File: src/rtl/carregador_programa.sv
// ============================================================================
// carregador_programa
// ----------------------------------------------------------------------------
// Boot-time program loader. Receives a byte stream over a valid/ready
// handshake, packs it into 32-bit instruction words (most-significant byte
// first), writes each word to consecutive program-memory addresses, checks a
// trailing XOR checksum and then releases the processor through run.
//
// Stream: count byte N (0 means 256), 4*N instruction bytes, checksum byte
// equal to the XOR of all instruction bytes.
//
// Ports:
//   clk          - single clock shared with processor and program memory
//   rst          - synchronous active-high reset
//   rx_data      - incoming byte
//   rx_valid     - rx_data is valid
//   rx_ready     - loader accepts a byte this cycle
//   mem_data     - instruction word for the program-memory write port
//   mem_addr     - program-memory write address
//   mem_we       - program-memory write enable, one-cycle pulse per word
//   run          - processor may execute (clean load finished)
//   busy         - load in progress
//   error        - checksum mismatch, sticky until reset
//   words_loaded - number of words written so far (0..256)
// ============================================================================
module carregador_programa (
   input  logic        clk,
   input  logic        rst,
   input  logic [7:0]  rx_data,
   input  logic        rx_valid,
   output logic        rx_ready,
   output logic [31:0] mem_data,
   output logic [7:0]  mem_addr,
   output logic        mem_we,
   output logic        run,
   output logic        busy,
   output logic        error,
   output logic [8:0]  words_loaded
);

   localparam logic [2:0] ST_IDLE  = 3'd0;
   localparam logic [2:0] ST_LOAD  = 3'd1;
   localparam logic [2:0] ST_WRITE = 3'd2;
   localparam logic [2:0] ST_CHECK = 3'd3;
   localparam logic [2:0] ST_DONE  = 3'd4;
   localparam logic [2:0] ST_ERR   = 3'd5;

   logic [2:0]  r_state;
   logic [8:0]  r_count;
   logic [8:0]  r_index;
   logic [31:0] r_word;
   logic [7:0]  r_xor;
   logic [1:0]  r_byteCnt;

   logic        w_rxReady;
   logic        w_transfer;
   logic [8:0]  w_nextIndex;

   // Ready is decoded purely from state so no input reaches an output
   // combinationally; WRITE, DONE and ERR refuse bytes and the source holds.
   assign w_rxReady   = (r_state == ST_IDLE) || (r_state == ST_LOAD) ||
                        (r_state == ST_CHECK);
   assign w_transfer  = rx_valid & w_rxReady;
   assign w_nextIndex = r_index + 9'd1;

   // Main loader sequencer. Count byte 0 encodes a full 256-word image,
   // which is why the count and index are kept 9 bits wide.
   always_ff @(posedge clk) begin
      if (rst) begin
         r_state   <= ST_IDLE;
         r_count   <= 9'd0;
         r_index   <= 9'd0;
         r_word    <= 32'd0;
         r_xor     <= 8'd0;
         r_byteCnt <= 2'd0;
      end else begin
         case (r_state)
            ST_IDLE: begin
               if (w_transfer) begin
                  r_count   <= (rx_data == 8'd0) ? 9'd256 : {1'b0, rx_data};
                  r_index   <= 9'd0;
                  r_xor     <= 8'd0;
                  r_byteCnt <= 2'd0;
                  r_state   <= ST_LOAD;
               end
            end
            ST_LOAD: begin
               if (w_transfer) begin
                  r_word    <= {r_word[23:0], rx_data};
                  r_xor     <= r_xor ^ rx_data;
                  r_byteCnt <= r_byteCnt + 2'd1;
                  if (r_byteCnt == 2'd3) begin
                     r_state <= ST_WRITE;
                  end
               end
            end
            ST_WRITE: begin
               r_index <= w_nextIndex;
               if (w_nextIndex == r_count) begin
                  r_state <= ST_CHECK;
               end else begin
                  r_state <= ST_LOAD;
               end
            end
            ST_CHECK: begin
               if (w_transfer) begin
                  r_state <= (rx_data == r_xor) ? ST_DONE : ST_ERR;
               end
            end
            ST_DONE: begin
               r_state <= ST_DONE;
            end
            ST_ERR: begin
               r_state <= ST_ERR;
            end
            default: begin
               r_state <= ST_IDLE;
            end
         endcase
      end
   end

   // Outputs decoded from registered state only.
   assign rx_ready     = w_rxReady;
   assign mem_we       = (r_state == ST_WRITE);
   assign mem_addr     = r_index[7:0];
   assign mem_data     = r_word;
   assign run          = (r_state == ST_DONE);
   assign error        = (r_state == ST_ERR);
   assign busy         = (r_state == ST_LOAD) || (r_state == ST_WRITE) ||
                         (r_state == ST_CHECK);
   assign words_loaded = r_index;

endmodule

File: config.mk
export PLATFORM = sky130hd
export DESIGN_NAME = carregador_programa
export DESIGN_NICKNAME = d
export VERILOG_FILES = /design/src/rtl/carregador_programa.sv
export SDC_FILE = /design/constraint.sdc
export NUM_CORES = 1
export LEC_CHECK = 0
export ABC_AREA = 1
export BUFFER_PORTS_ARGS = -buffer_cell sky130_fd_sc_hd__buf_4
export CAP_MARGIN = 0
export CORE_MARGIN = 5
export CORE_UTILIZATION = 50
export CTS_BUF_LIST = sky130_fd_sc_hd__clkbuf_2 sky130_fd_sc_hd__clkbuf_4 sky130_fd_sc_hd__clkbuf_8
export CTS_CLUSTER_SIZE = 25
export DETAILED_ROUTE_END_ITERATION = 16
export GPL_TIMING_DRIVEN = 0
export PLACE_DENSITY = 0.72
export SLEW_MARGIN = 25
export SYNTH_ARGS = -nofsm -noshare
export SYNTH_HDL_FRONTEND = slang
export SYNTH_SLANG_ARGS = --single-unit
File: constraint.sdc
create_clock -name clk -period 2.8 [get_ports clk]
set_input_delay 0.7 -clock clk [delete_from_list [all_inputs] [get_ports clk]]
set_output_delay 0.7 -clock clk [all_outputs]
set_load 0.1 [all_outputs]
==> impl_metrics.json <==
{
  "synth.most_common_cell": "nor2_1",
  "portBuffers": 64,
  "critPathCaptureType": "output port",
  "dp.final_hpwl_mm": 5.42,
  "status": "finished clean",
  "n_antenna_cell": 0,
  "max_freq_ghz": 0.414,
  "cts_buffers": 9,
  "grt_max_degree": 11,
  "drive_gt1_share_pct": 25.2,
  "syn_avg_cell_area_um2": 7.36,
  "clk_path_buf_depth": 2,
  "synth_area_leaders": "dfxtp_1 (44%), nor2_1 (10%), nand2_1 (7.5%)",
  "gp_congestion": 0.832,
  "synth_ff_type": "dfxtp_1",
  "vias": 2748,
  "wire_per_inst_um": 13.8,
  "vias_per_cell": 5.09,
  "synth_top_area_share_pct": 43.9,
  "io_pins": 65,
  "grtUsageTotal_pct": 21.1,
  "crit_path_start_kind": "register",
  "arrival_ps": 1710,
  "cts_resized": 0,
  "cts.clk_slew.worst_paths_ps": 70,
  "rows": 27,
  "period_share_pct": 86.2,
  "drc": 0,
  "fin_cells": 540,
  "cts_hold_buf": 0,
  "yosys_warnings": 0,
  "antenna_found_initial": 0,
  "min_period_ps": 2410,
  "ir_drop_mv": 0.443,
  "post_cts_buffers": 0,
  "worst_slew_pin_slew_ps": 652,
  "ys_ff_latch": 63,
  "cts_sinks": 63,
  "grt_pass1_vias": 2656,
  "holdWs_ps": 472,
  "drt_iter0_markers": 134,
  "die_area_um2": 7360,
  "p_comb_share_pct": 24.1,
  "hold_path.class": "register to register",
  "criticalPathCategory": "register to output port",
  "maxSlewHeadroom_pct": 56.5,
  "pwr-share-clk_pct": 35.7,
  "area_delta_synth_final_pct": 27.5,
  "die-height_um": 85.8,
  "grt_pass1_wl_mm": 12.3,
  "critPathMaxFanout": 10,
  "die_w_um": 85.8,
  "clk_latency_ps": 340,
  "async_flop_share_pct": 0,
  "tns_ps": 0,
  "max-cap-violations": 0,
  "p_per_area_nw_per_um2": 681,
  "synthTopCellsByCount": "nor2_1 (78), dfxtp_1 (63), nand2_1 (57)",
  "dr.pass1.iters": 4,
  "dpl.cell_count": 526,
  "drt_wl_total_mm": 7.44,
  "rsz0062_at_grt": "false",
  "start_util_pct": 51.8,
  "setup_viol_count_final": 0,
  "syn-cell-area_um2": 2870,
  "power_frac_seq_pct": 40.2,
  "root_buffer": "clkbuf_8",
  "finalHoldViolCount": 0,
  "p_int_uw": 1630,
  "netSwitchingFraction_pct": 34.4,
  "switching_power_uw": 858,
  "fin_area_um2": 3660,
  "synth_nets": 403,
  "fin_nets": 478,
  "post-route-util_pct": 66.1,
  "core_um2": 5540,
  "synthCells": 390,
  "synth_enable_flop_cells": 0,
  "slew_violations": 0,
  "antenna_left": 0,
  "yosys.area.top_type": "dfxtp_1",
  "finalClockSkew_ps": 8.93,
  "required_ps": 2100,
  "cts_tree": "yes",
  "yosysSeqAreaShare_pct": 43.9,
  "p_leak_uw": 0.00169,
  "ctsHtreeMaxLevel": 3,
  "place_area_um2": 3440,
  "synth.distinct_cells": 29,
  "gr-total-overflow": 0
}
final cells by class:
class / instances / area (um2)
Buffer: 24 / 155
Fill cell: 512 / 1880
Inverter: 28 / 105
Tap cell: 72 / 90.1
Clock buffer: 11 / 151
Timing Repair Buffer: 64 / 480
Sequential cell: 63 / 1260
Multi-Input combinational cell: 275 / 1350
Clock inverter: 3 / 67.6
cells by family (layout without fill, tap and decap cells):
family | count (synthesis) | in the layout | synth area share (%)
AO/OA/AOI/OAI | 79 | 79 | 15.1
XOR/XNOR | 10 | 10 | 3.05
adder cells (fa/ha/maj) | 2 | 2 | 0.872
buffers and inverters | 52 | 130 | 9.07
flip-flops | 63 | 63 | 43.9
AND/OR/NAND/NOR | 184 | 184 | 27.9
sequential cells by signal, indices dropped and copies added, names as in the netlist:
register and flops:
r_state 3, r_xor 8, mem_data 32, r_count 9
r_byteCnt 2, words_loaded 9
placed cells by master, fill, tap and decap left out, types with 7 or more instances in the layout:
| cell | n |
|---|---|
| nor2_1 | 78 |
| buf_4 | 72 |
| dfxtp_1 | 63 |
| nand2_1 | 57 |
| o21ai_0 | 29 |
| nand3_1 | 26 |
| inv_1 | 24 |
| a21oi_1 | 24 |
| o21ai_1 | 16 |
| clkbuf_8 | 11 |
| buf_2 | 7 |
| nand2_2 | 7 |
critical path: stages (launching register included):
cell,delay (ps)
dfxtp_1,420
inv_1,130
nor3_4,220
buf_2,270
buf_4,330
worst paths after layout:
check,startpoint,slack [ps],cells past startpoint,to
hold / removal,r_count[3],470,2,r_count[3]
setup reg to reg,words_loaded[0],900,11,r_state[1]
hold reg to reg,r_count[3],470,2,r_count[3]
setup / recovery,r_state[1],390,4,mem_we
per-layer routing:
metal	global-route usage (%)	wire length, um
met1	23.3	3200
met3	4.80	342
met5	0	0
met2	38.3	3760
met4	9.06	142
metrics by stage:
step	total power, uW	setup slack, ps
2_1_floorplan	1480	125
3_3_place_gp	1610	764
3_5_place_dp	1620	742
4_1_cts	2500	372
5_1_grt	2590	257
6_report	2490	387
power groups by stage:
stage	logic (uW)	clock network, uW	registers (uW)
global placement	596	0	1020
floorplan	216	0	1260
global route	640	939	1010
finish	601	889	1000
CTS	604	891	1000
detailed placement	602	0	1020
Power figures use the tool's default switching activity.
